`config.mk`:
```
export PLATFORM = sky130hd
export DESIGN_NAME = rat_io_port_bank
export DESIGN_NICKNAME = d
export VERILOG_FILES = /design/src/rtl/rat_io_pkg.sv /design/src/rtl/io_sync_edge.sv /design/src/rtl/rat_io_port_bank.sv
export SDC_FILE = /design/constraint.sdc
export NUM_CORES = 1
export LEC_CHECK = 0
export CAP_MARGIN = 0
export CORE_MARGIN = 2
export CORE_UTILIZATION = 56
export DETAILED_ROUTE_END_ITERATION = 8
export GPL_ROUTABILITY_DRIVEN = 0
export PLACE_DENSITY = 0.89
export SETUP_SLACK_MARGIN = 0.1
export SLEW_MARGIN = 20
export SYNTH_ARGS = -nofsm -noshare
export SYNTH_HDL_FRONTEND = slang
export SYNTH_HIERARCHICAL = 1
export SYNTH_SLANG_ARGS = --single-unit
```
`constraint.sdc`:
```
create_clock -name CLK -period 8.54 [get_ports CLK]
set_clock_uncertainty 0.2 [all_clocks]
set_input_delay 2.135 -clock CLK [delete_from_list [all_inputs] [get_ports CLK]]
set_output_delay 2.135 -clock CLK [all_outputs]
set_load 0.03 [all_outputs]
```
`src/rtl/rat_io_pkg.sv`:
```
// Shared definitions for the RAT MCU I/O port bank: default widths, board port IDs
// and address-map helpers used at elaboration time.
package rat_io_pkg;

  localparam int DATA_W_DEF = 8;

  typedef logic [7:0] port_id_t;

  localparam port_id_t SWITCHES_ID = 8'h20;
  localparam port_id_t BUTTONS_ID  = 8'h21;
  localparam port_id_t LEDS_ID     = 8'h40;
  localparam port_id_t RGB_R_ID    = 8'h41;
  localparam port_id_t RGB_G_ID    = 8'h42;
  localparam port_id_t RGB_B_ID    = 8'h43;
  localparam port_id_t IRQ_STAT_ID = 8'hF0;
  localparam port_id_t IRQ_MASK_ID = 8'hF1;

  function automatic port_id_t id_at(input port_id_t base, input int off);
    return port_id_t'(int'(base) + off);
  endfunction

  // Half-open ranges [a, a+na) and [b, b+nb) share at least one ID.
  function automatic bit ranges_overlap(input int a, input int na, input int b, input int nb);
    return (a < b + nb) && (b < a + na);
  endfunction

endpackage

```
`src/rtl/io_sync_edge.sv`:
```
// Two-flop synchroniser for one input channel, plus a previous-value register
// so the owner can detect any bit change on the synchronised value.
module io_sync_edge #(
  parameter int W = 8
) (
  input  logic         clk,
  input  logic         rst_n,
  input  logic [W-1:0] async_in,
  output logic [W-1:0] sync_o,
  output logic         changed_o
);

  logic [W-1:0] sync1_q, sync1_d;
  logic [W-1:0] sync2_q, sync2_d;
  logic [W-1:0] prev_q,  prev_d;

  always_comb begin
    sync1_d = async_in;
    sync2_d = sync1_q;
    prev_d  = sync2_q;
  end

  always_ff @(posedge clk or negedge rst_n) begin
    if (!rst_n) begin
      sync1_q <= '0;
      sync2_q <= '0;
      prev_q  <= '0;
    end else begin
      sync1_q <= sync1_d;
      sync2_q <= sync2_d;
      prev_q  <= prev_d;
    end
  end

  assign sync_o    = sync2_q;
  assign changed_o = |(sync2_q ^ prev_q);

endmodule

```
`src/rtl/rat_io_port_bank.sv`:
```
// Memory-mapped I/O port bank for the RAT MCU: writable output registers with PWM,
// synchronised input channels and a maskable change-detect interrupt.
module rat_io_port_bank
  import rat_io_pkg::*;
#(
  parameter int       DATA_W   = DATA_W_DEF,
  parameter int       N_OUT    = 4,
  parameter int       N_IN     = 2,
  parameter port_id_t OUT_BASE = LEDS_ID,
  parameter port_id_t IN_BASE  = SWITCHES_ID,
  parameter port_id_t IRQ_ID   = IRQ_STAT_ID,
  parameter bit       PWM_EN   = 1'b1
) (
  input  logic                    CLK,
  input  logic                    RESET_N,
  input  logic [7:0]              PORT_ID,
  input  logic [DATA_W-1:0]       OUT_PORT,
  input  logic                    IO_STRB,
  output logic [DATA_W-1:0]       IN_PORT,
  input  logic [N_IN*DATA_W-1:0]  EXT_IN,
  output logic [N_OUT*DATA_W-1:0] OUT_REGS,
  output logic [N_OUT-1:0]        PWM_OUT,
  output logic                    INTR
);

  localparam port_id_t MASK_ID = id_at(IRQ_ID, 1);

  if (N_IN < 1 || N_IN > DATA_W) begin : g_bad_n_in
    $fatal(1, "rat_io_port_bank: N_IN must be in 1..DATA_W");
  end
  if (N_OUT < 1 || N_OUT > 16) begin : g_bad_n_out
    $fatal(1, "rat_io_port_bank: N_OUT must be in 1..16");
  end
  if (ranges_overlap(int'(OUT_BASE), N_OUT, int'(IN_BASE), N_IN) ||
      ranges_overlap(int'(OUT_BASE), N_OUT, int'(IRQ_ID), 2) ||
      ranges_overlap(int'(IN_BASE), N_IN, int'(IRQ_ID), 2)) begin : g_bad_map
    $fatal(1, "rat_io_port_bank: OUT/IN/IRQ port ranges overlap");
  end

  logic [DATA_W-1:0] regs_q [N_OUT];
  logic [DATA_W-1:0] regs_d [N_OUT];
  logic [N_IN-1:0]   mask_q, mask_d;
  logic [N_IN-1:0]   pending_q, pending_d;
  logic [DATA_W-1:0] sync2 [N_IN];
  logic [N_IN-1:0]   changed;

  for (genvar i = 0; i < N_IN; i++) begin : g_in
    io_sync_edge #(.W(DATA_W)) u_sync (
      .clk      (CLK),
      .rst_n    (RESET_N),
      .async_in (EXT_IN[i*DATA_W +: DATA_W]),
      .sync_o   (sync2[i]),
      .changed_o(changed[i])
    );
  end

  // A change on the same edge as a clear write wins, so no event is lost.
  always_comb begin
    regs_d    = regs_q;
    mask_d    = mask_q;
    pending_d = pending_q;
    for (int k = 0; k < N_OUT; k++) begin
      if (IO_STRB && PORT_ID == id_at(OUT_BASE, k)) regs_d[k] = OUT_PORT;
    end
    if (IO_STRB && PORT_ID == MASK_ID) mask_d = OUT_PORT[N_IN-1:0];
    if (IO_STRB && PORT_ID == IRQ_ID)  pending_d = pending_q & ~OUT_PORT[N_IN-1:0];
    pending_d = pending_d | changed;
  end

  always_ff @(posedge CLK or negedge RESET_N) begin
    if (!RESET_N) begin
      regs_q    <= '{default: '0};
      mask_q    <= '0;
      pending_q <= '0;
    end else begin
      regs_q    <= regs_d;
      mask_q    <= mask_d;
      pending_q <= pending_d;
    end
  end

  always_comb begin
    IN_PORT = '0;
    for (int i = 0; i < N_IN; i++) begin
      if (PORT_ID == id_at(IN_BASE, i)) IN_PORT = sync2[i];
    end
    for (int k = 0; k < N_OUT; k++) begin
      if (PORT_ID == id_at(OUT_BASE, k)) IN_PORT = regs_q[k];
    end
    if (PORT_ID == IRQ_ID)  IN_PORT[N_IN-1:0] = pending_q;
    if (PORT_ID == MASK_ID) IN_PORT[N_IN-1:0] = mask_q;
  end

  for (genvar k = 0; k < N_OUT; k++) begin : g_out
    assign OUT_REGS[k*DATA_W +: DATA_W] = regs_q[k];
  end

  assign INTR = |(pending_q & mask_q);

  if (PWM_EN) begin : g_pwm
    logic [DATA_W-1:0] cnt_q, cnt_d;
    logic [N_OUT-1:0]  pwm_q, pwm_d;

    always_comb begin
      cnt_d = cnt_q + 1'b1;
      pwm_d = '0;
      for (int k = 0; k < N_OUT; k++) pwm_d[k] = (cnt_q < regs_q[k]);
    end

    always_ff @(posedge CLK or negedge RESET_N) begin
      if (!RESET_N) begin
        cnt_q <= '0;
        pwm_q <= '0;
      end else begin
        cnt_q <= cnt_d;
        pwm_q <= pwm_d;
      end
    end

    assign PWM_OUT = pwm_q;
  end else begin : g_no_pwm
    assign PWM_OUT = '0;
  end

endmodule

```
# ---- Word-level counts from Yosys, hierarchy flattened
# Index checks and enable logic that the tools add are counted.
dict set report word_totals {
  register_bits 96
  latchBits 0
  ramBits 0
  rom_bits 0
  inputBits 35
  elab_cells 51
  mem_count 0
}
dict set report classes {
  n_addsub 1
  n_mul 0
  div 0
  n_lt_le_gt_ge 4
  n_eq_ne 8
  n_shift 0
  n_mux 9
  bitwise 6
  n_reduce_logical 9
}
# op count
set ops {}
lappend ops {{8-bit two-way mux} 6}
lappend ops {{8-bit by 7-bit equality test with 1-bit output (second input constant)} 4}
lappend ops {{8-bit < comparator} 4}
lappend ops {{8-bit by 6-bit equality test with 1-bit output (second input constant)} 2}
lappend ops {{8-bit equality test (second input constant)} 2}
lappend ops {{8-bit OR reduction} 2}
lappend ops {{8-bit XOR} 2}
lappend ops {{8-bit by 1-bit adder with 8-bit output (second input constant)} 1}
lappend ops {{1-bit logical AND} 6}
lappend ops {{2-bit two-way mux} 3}
lappend ops {{2-bit AND} 2}
lappend ops {{2-bit inverter} 1}
lappend ops {{2-bit bitwise OR} 1}
lappend ops {{2-bit OR reduction} 1}

# ---- Logic depth before layout (Yosys ltp)
dict set report depth {
  word_depth 9
  mapped_depth 7
}

# ---- Cells and area by module
# Netlist, hierarchy kept.
# mod n_inst cells_each area_per_inst_um2 seq_area_each_um2
set modules_own_cells {}
lappend modules_own_cells {rat_io_port_bank 1 279 3039.2 1201.2}
lappend modules_own_cells {io_sync_edge 2 35 686.9 600.6}

# ---- Least setup slack after synthesis
# No wires, ideal clock.
dict set report synth_timing {
  kind {in2out}
  startpoint {input port PORT_ID[7]}
  endpoint {output port IN_PORT[0]}
  arrival_time_ns 3.785
  required_ns 6.205
  slack_ns 2.420
  path_stages 6
  path_cell_list {clkbuf_1 > or4b_4 > or3_1 > o221ai_1 > o21ai_0 > o21ai_0}
}
dict set report synth_via {
  elab_chain_len 9
  word_cells_on_any_way 16
  classes_between {eq/ne: 8; mux: 8}
}
# item line
set synth_lines {}
lappend synth_lines {{start, declared} rat_io_port_bank.sv:16} ;# input logic [7:0] PORT_ID,
lappend synth_lines {{8-bit by 6-bit equality test with 1-bit output} rat_io_port_bank.sv:85} ;# if (PORT_ID == id_at(IN_BASE, i)) IN_PORT = sync2[i];
lappend synth_lines {{8-bit two-way mux (2 in series)} rat_io_port_bank.sv:85}
lappend synth_lines {{8-bit two-way mux (4 in series)} rat_io_port_bank.sv:88} ;# if (PORT_ID == id_at(OUT_BASE, k)) IN_PORT = regs_q[k];
lappend synth_lines {{2-bit two-way mux} rat_io_port_bank.sv:90} ;# if (PORT_ID == IRQ_ID) IN_PORT[N_IN-1:0] = pending_q;
lappend synth_lines {{2-bit two-way mux (*)} rat_io_port_bank.sv:91} ;# if (PORT_ID == MASK_ID) IN_PORT[N_IN-1:0] = mask_q;
lappend synth_lines {{end, declared} rat_io_port_bank.sv:19} ;# output logic [DATA_W-1:0] IN_PORT,
# Mark *: on every way between the ends. The rest lies on a longest branch, timed or not.

# ---- Worst setup path after layout
dict set report layout_timing {
  startpoint {input port PORT_ID[0]}
  endpoint {output port IN_PORT[2]}
}
dict set report layout_via {
  elab_chain_len 7
  word_cells_on_any_way 12
  classes_between {eq/ne: 6; mux: 6}
}
# item line
set layout_lines {}
lappend layout_lines {{8-bit by 6-bit equality test with 1-bit output} rat_io_port_bank.sv:85}
lappend layout_lines {{8-bit two-way mux (2 in series)} rat_io_port_bank.sv:85}
lappend layout_lines {{8-bit two-way mux (3 in series)} rat_io_port_bank.sv:88}
lappend layout_lines {{8-bit two-way mux (*)} rat_io_port_bank.sv:88}
# Marked as above.

==> flow_summary.html <==
<table>
<tr><th>Metric</th><th>Value</th></tr>
<tr><th colspan="2">Clocking</th></tr>
<tr><td>Clock-pin slew reported for the worst setup and hold paths after clock tree synthesis</td><td>around 90 ps</td></tr>
<tr><td>Clk sinks</td><td>between 90 and 100</td></tr>
<tr><td>Buffers inserted by post-CTS timing repair</td><td>0</td></tr>
<tr><td>Count of cells resized by post-cts repair</td><td>0</td></tr>
<tr><td>Number of buffers inserted during clock tree synthesis</td><td>9</td></tr>
<tr><td>Clk_lat worst skew</td><td>between 300 and 400 ps</td></tr>
<tr><td>CTS H-Tree Depth</td><td>3</td></tr>
<tr><td>Count of hold-fix buffers inserted at cts</td><td>0</td></tr>
<tr><td>Clock root buffer</td><td>sky130_fd_sc_hd__clkbuf_8</td></tr>
<tr><td>Clock tree from TritonCTS</td><td>yes</td></tr>
<tr><td>Clk buf depth</td><td>2</td></tr>
<tr><th colspan="2">Drt</th></tr>
<tr><td>Met2 wire len</td><td>around 5 mm</td></tr>
<tr><td>Wire length on met1</td><td>4.19 mm</td></tr>
<tr><td>Number of routed nets with antenna violations</td><td>0</td></tr>
<tr><td>Drt via density</td><td>about 5.9</td></tr>
<tr><td>Highest routed metal layer</td><td>met4</td></tr>
<tr><td>Routed wl met3</td><td>624 um</td></tr>
<tr><td>Via count of the routed design</td><td>3170</td></tr>
<tr><td>Number of violations reported at the end of detailed-routing iteration 0</td><td>around 410</td></tr>
<tr><td>Number of DRC violations after detailed routing</td><td>0</td></tr>
<tr><td>WL/cell</td><td>approximately 19 um</td></tr>
<tr><td>Count of TritonRoute iterations in the first routing pass</td><td>6</td></tr>
<tr><td>Final wirelength</td><td>about 10 mm</td></tr>
<tr><th colspan="2">Worst hold path</th></tr>
<tr><td>Class of the worst hold path</td><td>register to register</td></tr>
<tr><th colspan="2">Synthesis</th></tr>
<tr><td>Main synth FF type</td><td>sky130_fd_sc_hd__dfrtp_1</td></tr>
<tr><td>Post-synthesis sequential area ratio</td><td>a little over half</td></tr>
<tr><td>Syn Nets</td><td>413</td></tr>
<tr><td>Post-synth ARST share</td><td>100%</td></tr>
<tr><td>Mapped cell area</td><td>4410 um2</td></tr>
<tr><td>Synthesized area per cell</td><td>12.6 um2</td></tr>
<tr><td>Number of distinct library cells after synthesis</td><td>40</td></tr>
<tr><td>Ranking of synthesized cells by area</td><td>sky130_fd_sc_hd__dfrtp_1 (54%), sky130_fd_sc_hd__ha_1 (8.2%), sky130_fd_sc_hd__mux2_2 (6.6%)</td></tr>
<tr><td>Post-synthesis cell type with the largest combined area</td><td>sky130_fd_sc_hd__dfrtp_1</td></tr>
<tr><td>Area share of the largest cell type after synthesis</td><td>between 50% and 60%</td></tr>
<tr><td>Number of enable flip-flop cells after synthesis</td><td>0</td></tr>
<tr><td>Synth warnings</td><td>6</td></tr>
<tr><td>Post-synthesis cell count</td><td>between 300 and 400</td></tr>
<tr><td>#FFs+latches synth</td><td>96</td></tr>
<tr><th colspan="2">Finish</th></tr>
<tr><td>Most frequent standard cell in the layout excluding fill and tap cells</td><td>sky130_fd_sc_hd__dfrtp_1</td></tr>
<tr><td>Fraction of layout cells with a size suffix above 1</td><td>between 10 and 15%</td></tr>
<tr><td>Antenna cell count</td><td>0</td></tr>
<tr><td>Number of nets in the layout</td><td>between 400 and 500</td></tr>
<tr><td>Fill count</td><td>between 500 and 600</td></tr>
<tr><td>Most used cells in the layout excluding fill and tap cells</td><td>sky130_fd_sc_hd__dfrtp_1 (96), sky130_fd_sc_hd__clkdlybuf4s50_1 (78), sky130_fd_sc_hd__inv_1 (29), sky130_fd_sc_hd__ha_1 (29), sky130_fd_sc_hd__mux2_2 (26)</td></tr>
<tr><td>Area added between synthesis and finish</td><td>25.0%</td></tr>
<tr><th colspan="2">Timing</th></tr>
<tr><td>Max transition margin</td><td>44.5%</td></tr>
<tr><td>Minimum clock period</td><td>roughly 7200 ps</td></tr>
<tr><td>Post-route clock period utilization</td><td>~85%</td></tr>
<tr><td>Max Clock Freq</td><td>0.138 GHz</td></tr>
<tr><td>Number of max-slew violations in the final report</td><td>0</td></tr>
<tr><td>Setup repair after global routing missed its margin</td><td>no</td></tr>
<tr><td>Slew at the pin closest to its max-slew limit</td><td>~830 ps</td></tr>
<tr><td>Final Hold Violating Endpoints</td><td>0</td></tr>
<tr><td>Count of final setup violators</td><td>0</td></tr>
<tr><td>Setup ws final</td><td>about 1300 ps</td></tr>
<tr><td>Sum Neg Setup Slack</td><td>0 ps</td></tr>
<tr><th colspan="2">Pwr</th></tr>
<tr><td>Cell area power density</td><td>between 150 and 200 nW/um2</td></tr>
<tr><td>Largest voltage drop on the vdd net</td><td>about 0.12 mV</td></tr>
<tr><td>Static leakage power</td><td>~2.4 nW</td></tr>
<tr><th colspan="2">Floorplanning</th></tr>
<tr><td>Number of standard-cell rows in the floorplan</td><td>32</td></tr>
<tr><td>Die span in x</td><td>between 90 and 100 um</td></tr>
<tr><td>Die span in y</td><td>92.8 um</td></tr>
<tr><td>Die area</td><td>approximately 8600 um2</td></tr>
<tr><td>Floorplan core area</td><td>between 7000 and 8000 um2</td></tr>
<tr><td>Ports</td><td>80</td></tr>
<tr><td>Initial Util</td><td>between 50% and 60%</td></tr>
<tr><th colspan="2">Critical path</th></tr>
<tr><td>Signal arrival time at the worst endpoint</td><td>a little under 5000 ps</td></tr>
<tr><td>Startpoint class of the critical path</td><td>input port</td></tr>
<tr><td>Crit path capture type</td><td>output pin</td></tr>
<tr><td>Required time worst endpoint</td><td>slightly above 6000 ps</td></tr>
<tr><td>Critical path class</td><td>input port to output pin</td></tr>
<tr><td>Peak fanout along the critical path</td><td>12</td></tr>
<tr><th colspan="2">Placement</th></tr>
<tr><td>HPWL reported at the end of detailed placement</td><td>between 7 and 8 mm</td></tr>
<tr><td>I/O Buffers</td><td>79</td></tr>
<tr><td>Pre-CTS worst setup slack</td><td>1360 ps</td></tr>
<tr><th colspan="2">Global route</th></tr>
<tr><td>Final global-route overflow total</td><td>0</td></tr>
<tr><td>Total GRT Usage</td><td>between 20% and 30%</td></tr>
<tr><td>Initial antenna violation count</td><td>0</td></tr>
<tr><td>Via count of the first global-routing pass</td><td>between 3000 and 4000</td></tr>
<tr><td>Global-route wire length before repair</td><td>16.5 mm</td></tr>
<tr><td>Pin count of the biggest net entering global routing</td><td>53</td></tr>
<tr><th colspan="2">Job</th></tr>
<tr><td>Total of max-cap violations</td><td>0</td></tr>
<tr><th colspan="2">Outcome</th></tr>
<tr><td>Result of the run</td><td>completed</td></tr>
</table>
-- kinds of logic (layout without fill, tap and decap cells) --
logic type,Yosys count,count (layout),synth area share (%)
compound gates,66,66,10.2
mux,36,36,10.4
buf+inv,36,126,3.37
fa+ha+maj,29,29,8.22
flops,96,96,54.4
xor+xnor,22,22,4.37
simple gates,64,64,9.04
-- cell usage after synthesis (2+ instances only) --
master / n
sky130_fd_sc_hd__nor2b_1: 2
sky130_fd_sc_hd__a22oi_1: 6
sky130_fd_sc_hd__o21a_1: 4
sky130_fd_sc_hd__a222oi_1: 3
sky130_fd_sc_hd__o221ai_1: 2
sky130_fd_sc_hd__xor2_1: 18
sky130_fd_sc_hd__xnor2_1: 4
sky130_fd_sc_hd__buf_2: 2
sky130_fd_sc_hd__ha_1: 29
sky130_fd_sc_hd__dfrtp_1: 96
sky130_fd_sc_hd__clkbuf_1: 3
sky130_fd_sc_hd__mux4_2: 2
sky130_fd_sc_hd__and4_1: 2
sky130_fd_sc_hd__nand3_1: 15
sky130_fd_sc_hd__nand4_1: 5
sky130_fd_sc_hd__nor4b_2: 3
sky130_fd_sc_hd__nor4_1: 5
sky130_fd_sc_hd__a22o_1: 7
sky130_fd_sc_hd__inv_1: 29
sky130_fd_sc_hd__nand2b_1: 5
sky130_fd_sc_hd__nand2_1: 17
sky130_fd_sc_hd__a21o_1: 10
sky130_fd_sc_hd__mux2_4: 8
sky130_fd_sc_hd__a2111oi_0: 4
sky130_fd_sc_hd__and3_1: 2
sky130_fd_sc_hd__a21oi_1: 9
sky130_fd_sc_hd__o21ai_0: 19
sky130_fd_sc_hd__mux2_2: 26
-- metal layers --
layer  GRT usage [%]  vias up
met1            33.6     1572
met3            4.48       31
met4            10.8        0
li1                -     1428
met2            40.3      139
met5               0        -
-- report_power, final --
group | leakage (nW) | total, mW | switching, mW | internal (mW)
sequential | 1.20 | 0.494 | 0.0180 | 0.476
clock | 0.101 | 0.311 | 0.164 | 0.147
combinational | 1.06 | 0.114 | 0.0614 | 0.0530
-- critical path, stage by stage --
cell                              delay (ps)
sky130_fd_sc_hd__clkdlybuf4s50_1         640
sky130_fd_sc_hd__nor3_1                  560
sky130_fd_sc_hd__nand2b_1                270
sky130_fd_sc_hd__nor2_1                  160
sky130_fd_sc_hd__a21oi_1                  50
sky130_fd_sc_hd__o31ai_1                 340
sky130_fd_sc_hd__clkdlybuf4s50_1         750
-- sequential cells by signal (all words and copies together), names as in the netlist --
signal,flops
OUT_REGS,32
PWM_OUT,4
mask_q,2
g_in.u_sync/sync1_q,16
g_in.u_sync/sync_o,16
g_in.u_sync/prev_q,16
pending_q,2
g_pwm.cnt_q,8
-- worst paths after layout --
| check | endpoint | cells past startpoint | slack, ps | startpoint |
|---|---|---|---|---|
| min in group asynchronous | OUT_REGS[30]$_DFFE_PN0P_ | 1 | 1540 | RESET_N |
| hold reg to reg | g_in[0].u_sync/sync_o[3]$_DFF_PN0_ | 0 | 150 | g_in[0].u_sync/sync1_q[3]$_DFF_PN0_ |
| setup / recovery | IN_PORT[2] | 7 | 1300 | PORT_ID[0] |
| max in group asynchronous | g_in[1].u_sync/prev_q[2]$_DFF_PN0_ | 2 | 5570 | RESET_N |
| setup reg to reg | PWM_OUT[2]$_DFF_PN0_ | 5 | 6440 | g_pwm.cnt_q[4]$_DFF_PN0_ |
| hold / removal | g_in[0].u_sync/sync_o[3]$_DFF_PN0_ | 0 | 150 | g_in[0].u_sync/sync1_q[3]$_DFF_PN0_ |
-- stage by stage --
stage               instance area [um2]  utilization (%)  hold slack (ps)  total power, mW  instances
global route                       5520             71.7              165            0.955        541
detailed placement                 5300             69.0              135            0.617        525
finish                             5520             71.7              154            0.919        541
global placement                   5300             69.0              132            0.612        525
floorplan                          4410                -              131            0.554        349
CTS                                5520             71.7              156            0.922        541
-- area by class of cell --
class                           count  area, um2  share of cell area, %
Sequential cell                    96       2400                   43.6
Clock inverter                      6       73.8                   1.34
Timing Repair Buffer               81        803                   14.6
Multi-Input combinational cell    217       1860                   33.8
Inverter                           29        109                   1.97
Tap cell                          102        128                   2.31
Clock buffer                       10        138                   2.50
Power figures use the tool's default switching activity.
